`src/rtl/arb_pkg.sv`:
```
// Shared types and constants for the round-robin / fixed-priority arbiter.
package arb_pkg;

    typedef enum logic {ARB_IDLE, ARB_GRANT} arb_state_t;

    localparam logic ARB_MODE_FIXED = 1'b0;
    localparam logic ARB_MODE_RR    = 1'b1;

endpackage : arb_pkg

```
`src/rtl/rr_pick.sv`:
```
// Combinational winner search: rotate so the search start sits at the top,
// take the highest set bit, then map the position back to a requester index.
module rr_pick #(
    parameter int N = 4,
    localparam int IDW = $clog2(N)
) (
    input  logic [N-1:0]   req,
    input  logic [IDW-1:0] start,
    input  logic           mode,
    output logic [IDW-1:0] winner,
    output logic           any
);
    import arb_pkg::*;

    // (a + b + 1) mod N for a, b < N; the sum never reaches 2N so one subtract suffices.
    function automatic logic [IDW-1:0] add_mod(input logic [IDW-1:0] a, input logic [IDW-1:0] b);
        logic [IDW:0] s;
        s = {1'b0, a} + {1'b0, b} + (IDW+1)'(1);
        return (s >= (IDW+1)'(N)) ? IDW'(s - (IDW+1)'(N)) : IDW'(s);
    endfunction

    logic [IDW-1:0] w_base;
    logic [N-1:0]   w_rot;
    logic [IDW-1:0] w_pos;

    // Fixed priority is the rotation that leaves the vector untouched.
    assign w_base = (mode == ARB_MODE_RR) ? start : IDW'(N - 1);

    genvar gi;
    generate
        for (gi = 0; gi < N; gi++) begin : g_rot
            assign w_rot[gi] = req[add_mod(IDW'(gi), w_base)];
        end
    endgenerate

    always_comb begin
        w_pos = '0;
        for (int i = 0; i < N; i++) begin
            if (w_rot[i]) w_pos = IDW'(i);
        end
    end

    assign any    = |req;
    assign winner = add_mod(w_pos, w_base);

endmodule : rr_pick

```
`src/rtl/rr_priority_arbiter.sv`:
```
// N-requester arbiter with a held, ack-released grant and selectable
// fixed-priority or round-robin ordering.
module rr_priority_arbiter #(
    parameter int N = 4,
    localparam int IDW = $clog2(N)
) (
    input  logic           clk,
    input  logic           rst_n,
    input  logic [N-1:0]   req,
    input  logic           mode,
    input  logic           ack,
    output logic           grant_valid,
    output logic [IDW-1:0] grant_idx,
    output logic [N-1:0]   grant_onehot,
    output logic [IDW-1:0] last_idx
);
    import arb_pkg::*;

    function automatic logic [IDW-1:0] prev_idx(input logic [IDW-1:0] x);
        return (x == '0) ? IDW'(N - 1) : x - IDW'(1);
    endfunction

    arb_state_t     r_state;
    logic           r_grant_valid;
    logic [IDW-1:0] r_grant_idx;
    logic [N-1:0]   r_grant_onehot;
    logic [IDW-1:0] r_last_idx;

    logic [N-1:0]   w_pick_req;
    logic [IDW-1:0] w_start;
    logic [IDW-1:0] w_winner;
    logic           w_any;

    // On ack the owner is excluded and the search starts just below it,
    // which is the pointer value that becomes last_idx on this same edge.
    assign w_pick_req = (r_state == ARB_GRANT) ? (req & ~r_grant_onehot) : req;
    assign w_start    = prev_idx((r_state == ARB_GRANT) ? r_grant_idx : r_last_idx);

    rr_pick #(.N(N)) u_pick (
        .req    (w_pick_req),
        .start  (w_start),
        .mode   (mode),
        .winner (w_winner),
        .any    (w_any)
    );

    always_ff @(posedge clk or negedge rst_n) begin
        if (!rst_n) begin
            r_state        <= ARB_IDLE;
            r_grant_valid  <= 1'b0;
            r_grant_idx    <= '0;
            r_grant_onehot <= '0;
            r_last_idx     <= '0;
        end else begin
            case (r_state)
                ARB_IDLE: begin
                    if (w_any) begin
                        r_state        <= ARB_GRANT;
                        r_grant_valid  <= 1'b1;
                        r_grant_idx    <= w_winner;
                        r_grant_onehot <= N'(1) << w_winner;
                    end
                end
                ARB_GRANT: begin
                    if (ack) begin
                        r_last_idx <= r_grant_idx;
                        if (w_any) begin
                            r_grant_idx    <= w_winner;
                            r_grant_onehot <= N'(1) << w_winner;
                        end else begin
                            r_state        <= ARB_IDLE;
                            r_grant_valid  <= 1'b0;
                            r_grant_onehot <= '0;
                        end
                    end
                end
                default: r_state <= ARB_IDLE;
            endcase
        end
    end

    assign grant_valid  = r_grant_valid;
    assign grant_idx    = r_grant_idx;
    assign grant_onehot = r_grant_onehot;
    assign last_idx     = r_last_idx;

endmodule : rr_priority_arbiter

```
`config.mk`:
```
export PLATFORM = sky130hd
export DESIGN_NAME = rr_priority_arbiter
export DESIGN_NICKNAME = d
export VERILOG_FILES = /design/src/rtl/arb_pkg.sv /design/src/rtl/rr_pick.sv /design/src/rtl/rr_priority_arbiter.sv
export SDC_FILE = /design/constraint.sdc
export NUM_CORES = 1
export LEC_CHECK = 0
export ABC_CLOCK_PERIOD_IN_PS = 7190
export CORE_MARGIN = 3
export CORE_UTILIZATION = 45
export CTS_CLUSTER_DIAMETER = 200
export DETAILED_ROUTE_END_ITERATION = 8
export GPL_ROUTABILITY_DRIVEN = 0
export PLACE_DENSITY = 0.73
export RECOVER_POWER = 50
export SYNTH_ARGS = -nofsm -noshare
export SYNTH_HDL_FRONTEND = slang
export SYNTH_HIERARCHICAL = 1
export SYNTH_SLANG_ARGS = --single-unit
```
`constraint.sdc`:
```
create_clock -name clk -period 7.19 [get_ports clk]
set_clock_uncertainty 0.05 [all_clocks]
set_input_delay 1.438 -clock clk [delete_from_list [all_inputs] [get_ports clk]]
set_output_delay 1.438 -clock clk [all_outputs]
set_load 0.005 [all_outputs]
```
==> results of run 1 <==
-- flip-flops by register name, summed over array words and instances, names as in the netlist --
signal,flops
last_idx,2
grant_idx,2
grant_onehot,4
grant_valid,1
r_state,1
-- cell type report --
class | instances | share of cell area, %
sequential | 10 | 26.2
tap | 16 | 2.09
clock buffer | 4 | 3.80
multi-input combinational | 65 | 49.2
inverter | 5 | 1.96
timing repair buffer | 16 | 16.8
-- cell families after synthesis --
| kind of cell | count (synthesis) | share of synthesized area (%) |
|---|---|---|
| DFF | 10 | 33.1 |
| adders and majority gates | 1 | 1.65 |
| muxes | 9 | 13.6 |
| xor gates and xnor gates | 3 | 3.47 |
| and+or+nand+nor | 28 | 20.5 |
| buffers and inverters | 8 | 4.79 |
| AOI/OAI and AO/OA | 24 | 23.0 |
-- power by group --
group / internal (mW) / switching, mW / total [mW]
clock network: 0.0308 / 0.0199 / 0.0506
registers: 0.0801 / 0.0267 / 0.107
logic: 0.134 / 0.125 / 0.259
total: 0.245 / 0.172 / 0.417
-- path summary, 6_finish.rpt --
path / startpoint / cells past startpoint / slack [ns] / end
max: req[3] / 11 / 3.25 / grant_onehot[0]$_DFFE_PN0P_
min: grant_valid$_DFFE_PN0P_ / 2 / 0.50 / grant_valid$_DFFE_PN0P_
max reg2reg: r_state$_DFF_PN0_ / 11 / 4.09 / grant_onehot[0]$_DFFE_PN0P_
min reg2reg: grant_valid$_DFFE_PN0P_ / 2 / 0.50 / grant_valid$_DFFE_PN0P_
max in group asynchronous: rst_n / 1 / 5.27 / grant_idx[0]$_DFFE_PN0P_
min in group asynchronous: rst_n / 1 / 1.51 / grant_idx[1]$_DFFE_PN0P_
-- synthesized netlist by cell type (all sizes together) --
cell,n
a221o,1
nor2b,4
mux2,4
o32ai,1
ha,1
nand2,8
a32oi,2
xor2,1
nor3b,1
o22ai,1
o21ai,4
mux2i,5
dfrtp,10
nand2b,3
nor3,1
o211ai,1
inv,5
a21boi,4
a211oi,1
a31oi,3
nor2,8
or2,1
xnor2,2
buf,3
nand3,2
a21oi,4
o221ai,2
-- critical path: cells and delay by family --
kind	cells	cell delay, ns
adders and majority gates	1	0.18
and+or+nand+nor	1	0.13
muxes	1	0.21
AOI/OAI and AO/OA	6	1.35
buffers and inverters	1	0.46
xor gates and xnor gates	1	0.26
-- metrics by stage --
step | cell area [sq um] | cells | power (mW)
after floorplan | 757 | 83 | 0.292
after global placement | 920 | 112 | 0.363
after detailed placement | 920 | 112 | 0.368
after CTS | 956 | 116 | 0.420
after global routing | 956 | 116 | 0.458
final | 956 | 116 | 0.417
-- layer usage --
layer  wire length (um)  vias up  GRT usage [%]
met1                727      312           23.2
met5                  0        -              0
met3                140        0           7.66
met2                726       28           28.5
li1                   -      338              -
met4                  0        0           3.31
==> impl_metrics.env, run 1 <==
export IMPL_status="complete, no violations"
export IMPL_peakVddDrop_mv=0.217
export IMPL_drt_wl_total_um=1590
export IMPL_die_w_um=47.0
export IMPL_io_buffers=16
export IMPL_path_cells="clkdlybuf4s50_1 > a21boi_0 > mux2i_1 > o221ai_2 > a21oi_1 > o22ai_1 > ha_1 > xnor2_1 > nor2_1 > a32oi_1 > o21ai_1"
export IMPL_drc=0
export IMPL_period_minus_slack_ns=3.94
export IMPL_fmax_ghz=0.254
export IMPL_grt_max_degree=16
export IMPL_powerDensity_nw_per_um2=436
export IMPL_syn_inst=83
export IMPL_syn_area_sq_um=757
export IMPL_diodes=0
export IMPL_critPathLaunchType="primary input"
export IMPL_cp_slowest_cell="a21boi_0"
export IMPL_fin_nets=110
export IMPL_nFillCells=142
export IMPL_hpwl_um=1200
export IMPL_synth_area_leaders="dfrtp_1 33%, mux2i_1 6.6%, a21boi_0 4.0%"
export IMPL_clkSinkCount=10
export IMPL_synth_fp_nets=92
export IMPL_cts_htree_levels=1
export IMPL_clk_path_buf_depth=2
export IMPL_fp_dieH_um=47.0
export IMPL_cp_arrival_ns=4.02
export IMPL_boundaryPins=17
export IMPL_routedWlPerCell_um=13.7
export IMPL_grt_pass1_wl_um=2800
export IMPL_worst_slew_pin_transition_ns=0.705
export IMPL_grt_total_usage_pct=18.0
export IMPL_place_worst_setup_slack_ns=3.02
export IMPL_synth_top_area_share_pct=33.1
export IMPL_avgSynthCellArea_sq_um=9.12
export IMPL_coreArea_sq_um=1540
export IMPL_cts_tree="yes"
export IMPL_p_leak_nw=0.425
export IMPL_die_area_sq_um=2210
export IMPL_area_delta_synth_final_pct=26.3
export IMPL_yosysWarnings=6
export IMPL_maxCapViolCount=0
export IMPL_final_layout_size_suffix_gt1_share_pct=14.0
export IMPL_finalWorstSetupSlack_ns=3.25
export IMPL_initial_core_util_pct=49.1
export IMPL_cp_max_fo=7
export IMPL_hold_violations=0
export IMPL_seq_area_sq_um=250
export IMPL_drt_initial_drc_count=10
export IMPL_grt_setup_unrepaired="false"
export IMPL_setup_viol=0
export IMPL_slowest_delay_ns=0.58
export IMPL_synthDistinctLibCells=34
export IMPL_cts_hold_buf=0
export IMPL_cts_resized=0
export IMPL_cts_buffers=3
export IMPL_clkTransAtPathRegs_ns=0.07
export IMPL_root_buffer="clkbuf_4"
export IMPL_drv_slew=0
export IMPL_synth_area_leader_cell="dfrtp_1"
export IMPL_dr_pass1_iters=4
export IMPL_grt_pass1_vias=642
export IMPL_final_common_cell="clkdlybuf4s50_1"
export IMPL_post_route_period_util_pct=54.8
export IMPL_holdWs_ns=0.502
export IMPL_layout_common_cells="12 x clkdlybuf4s50_1, 10 x dfrtp_1, 8 x nor2_1, 8 x nand2_1"
export IMPL_ys_seq_elements=10
export IMPL_ant_nets=0
export IMPL_multi_input_area_sq_um=470
export IMPL_fin_util_pct=62.0
export IMPL_post_cts_setup_buffers=0
export IMPL_std_cell_rows=14
export IMPL_antenna_found_initial=0
export IMPL_insertion_delay_ns=0.26
export IMPL_min_delay_path_class="reg -> reg"
export IMPL_required_ns=7.28
export IMPL_finalSetupTns_ns=0
export IMPL_grt_ovfl_total=0
export IMPL_ys_seq_area_share_pct=33.1
export IMPL_max_slew_margin_pct=52.6
export IMPL_vias_per_cell=5.84
export IMPL_criticalPathCategory="in -> reg"
export IMPL_cp_end_kind="flip-flop"
export IMPL_vias=678
Note: power is estimated with default switching activity, not from simulation.
==> run 2, diff against run 1 <==
--- a/config.mk
+++ b/config.mk
@@ -5,7 +5,7 @@
 export SDC_FILE = /design/constraint.sdc
 export NUM_CORES = 1
 export LEC_CHECK = 0
-export ABC_CLOCK_PERIOD_IN_PS = 7190
+export ABC_CLOCK_PERIOD_IN_PS = 3700
 export CORE_MARGIN = 3
 export CORE_UTILIZATION = 45
 export CTS_CLUSTER_DIAMETER = 200
==> constraint.sdc (replaced) <==
create_clock -name clk -period 3.7 [get_ports clk]
set_clock_uncertainty 0.05 [all_clocks]
set_input_delay 0.74 -clock clk [delete_from_list [all_inputs] [get_ports clk]]
set_output_delay 0.74 -clock clk [all_outputs]
set_load 0.005 [all_outputs]
==> impl_metrics.env, run 2 (synthesis results as in run 1) <==
export IMPL_status="complete, no violations"
export IMPL_drt_initial_drc_count=17
export IMPL_multi_input_area_sq_um=470
export IMPL_dr_pass1_iters=4
export IMPL_pwr_share_comb_pct=63.4
export IMPL_final_common_cell="clkdlybuf4s50_1"
export IMPL_cp_arrival_ns=3.30
export IMPL_min_from="last_idx[1]$_DFFE_PN0P_"
export IMPL_vias_per_cell=5.89
export IMPL_layout_common_cells="12 x clkdlybuf4s50_1, 10 x dfrtp_1, 8 x nor2_1, 8 x nand2_1"
export IMPL_largest_reg_flops=4
export IMPL_p_leak_nw=0.440
export IMPL_switching_power_uw=339
export IMPL_clkPwrFrac_pct=11.8
export IMPL_slowest_delay_ns=0.65
export IMPL_clkSinkCount=10
export IMPL_hpwl_um=1220
export IMPL_antenna_found_initial=0
export IMPL_internal_power_uw=490
export IMPL_boundaryPins=17
export IMPL_initial_core_util_pct=49.1
export IMPL_hold_end="last_idx[1]$_DFFE_PN0P_"
export IMPL_cp_max_fo=15
export IMPL_cts_htree_levels=1
export IMPL_fin_nets=113
export IMPL_clk_path_buf_depth=2
export IMPL_cts_buffers=3
export IMPL_grt_setup_unrepaired="false"
export IMPL_clkTransAtPathRegs_ns=0.07
export IMPL_grt_pass1_vias=638
export IMPL_grt_total_usage_pct=17.5
export IMPL_peakVddDrop_mv=0.421
export IMPL_die_area_sq_um=2210
export IMPL_diodes=0
export IMPL_post_cts_setup_buffers=0
export IMPL_hold_violations=0
export IMPL_r2r_start="r_state$_DFF_PN0_"
export IMPL_io_buffers=16
export IMPL_cts_hold_buf=0
export IMPL_final_layout_size_suffix_gt1_share_pct=16.5
export IMPL_maxCapViolCount=0
export IMPL_cp_num_cells=11
export IMPL_routedWlPerCell_um=13.7
export IMPL_nFillCells=134
export IMPL_drt_wl_total_um=1640
export IMPL_cp_slowest_cell="dfrtp_1"
export IMPL_fmax_ghz=0.310
export IMPL_std_cell_rows=14
export IMPL_timing_rr_end="grant_onehot[0]$_DFFE_PN0P_"
export IMPL_path_cells="nor2_1 > a21oi_1 > mux2i_1 > o221ai_2 > a21oi_1 > o22ai_1 > ha_1 > xnor2_1 > nor2_1 > a32oi_1 > o21ai_1"
export IMPL_powerDensity_nw_per_um2=848
export IMPL_grt_max_degree=16
export IMPL_criticalPathCategory="reg -> reg"
export IMPL_grt_ovfl_total=0
export IMPL_p_sw_share_pct=40.9
export IMPL_setup_viol=0
export IMPL_worst_path_buf_inv=0
export IMPL_drc=0
export IMPL_crit_family="compound AO/OA/AOI/OAI gates"
export IMPL_power_total_uw=829
export IMPL_seq_area_sq_um=250
export IMPL_reg2reg_depth=11
export IMPL_ff2ff_setup_slack_ns=0.47
export IMPL_root_buffer="clkbuf_4"
export IMPL_die_w_um=47.0
export IMPL_cp_end_kind="flip-flop"
export IMPL_ant_nets=0
export IMPL_cts_tree="yes"
export IMPL_vias=701
export IMPL_fp_dieH_um=47.0
export IMPL_min_path_cells=1
export IMPL_area_delta_synth_final_pct=29.3
export IMPL_critPathLaunchType="flip-flop"
export IMPL_max_slew_margin_pct=57.9
export IMPL_post_route_period_util_pct=87.2
export IMPL_grt_pass1_wl_um=2800
export IMPL_insertion_delay_ns=0.26
export IMPL_coreArea_sq_um=1540
export IMPL_min_delay_path_class="reg -> reg"
export IMPL_period_minus_slack_ns=3.23
export IMPL_drv_slew=0
export IMPL_worst_slew_pin_transition_ns=0.632
export IMPL_finalSetupTns_ns=0
export IMPL_required_ns=3.78
export IMPL_cts_resized=0
export IMPL_power_frac_seq_pct=24.8
-- run 2: cell type report --
type / instances / share of cell area, %
Timing Repair Buffer: 19 / 18.7
Multi-Input combinational cell: 65 / 48.1
Inverter: 5 / 1.92
Clock buffer: 4 / 3.71
Sequential cell: 10 / 25.6
Tap cell: 16 / 2.05
-- run 2: power by group through the flow --
stage	combinational [mW]	sequential [mW]	clock, mW
3_3_place_gp	0.516	0.206	0
5_1_grt	0.584	0.214	0.107
6_report	0.526	0.206	0.0980
3_5_place_dp	0.527	0.209	0
2_1_floorplan	0.368	0.200	0
4_1_cts	0.530	0.206	0.104
-- run 2: metal layers --
layer | GRT usage [%] | share of wire [%] | wire length [um] | vias up
met3 | 6.51 | 6.2 | 102 | 0
met4 | 3.87 | 0 | 0 | 0
met2 | 26.3 | 46 | 747 | 25
met1 | 24.0 | 48 | 785 | 334
li1 | - | - | - | 342
met5 | 0 | 0 | 0 | -
-- run 2: worst max path at each step --
stage | startpoint | endpoint | slack, ns
floorplan | req[3] | grant_onehot[0]$_DFFE_PN0P_ | 1.04
global placement | req[0] | grant_onehot[0]$_DFFE_PN0P_ | 0.38
detailed placement | req[1] | grant_onehot[0]$_DFFE_PN0P_ | 0.28
CTS | r_state$_DFF_PN0_ | grant_onehot[0]$_DFFE_PN0P_ | 0.52
global route | r_state$_DFF_PN0_ | grant_onehot[0]$_DFFE_PN0P_ | 0.25
finish | r_state$_DFF_PN0_ | grant_onehot[0]$_DFFE_PN0P_ | 0.47
-- run 2: metrics by stage --
stage               hold WS [ns]  worst slack (ns)  area [sq um]  utilization [%]  cells
floorplan                  0.394              1.04           757                -     83
global placement           0.487             0.379           942             61.1    115
detailed placement         0.489             0.277           942             61.1    115
CTS                        0.511             0.520           978             63.5    119
global route               0.541             0.255           978             63.5    119
finish                     0.501             0.474           978             63.5    119
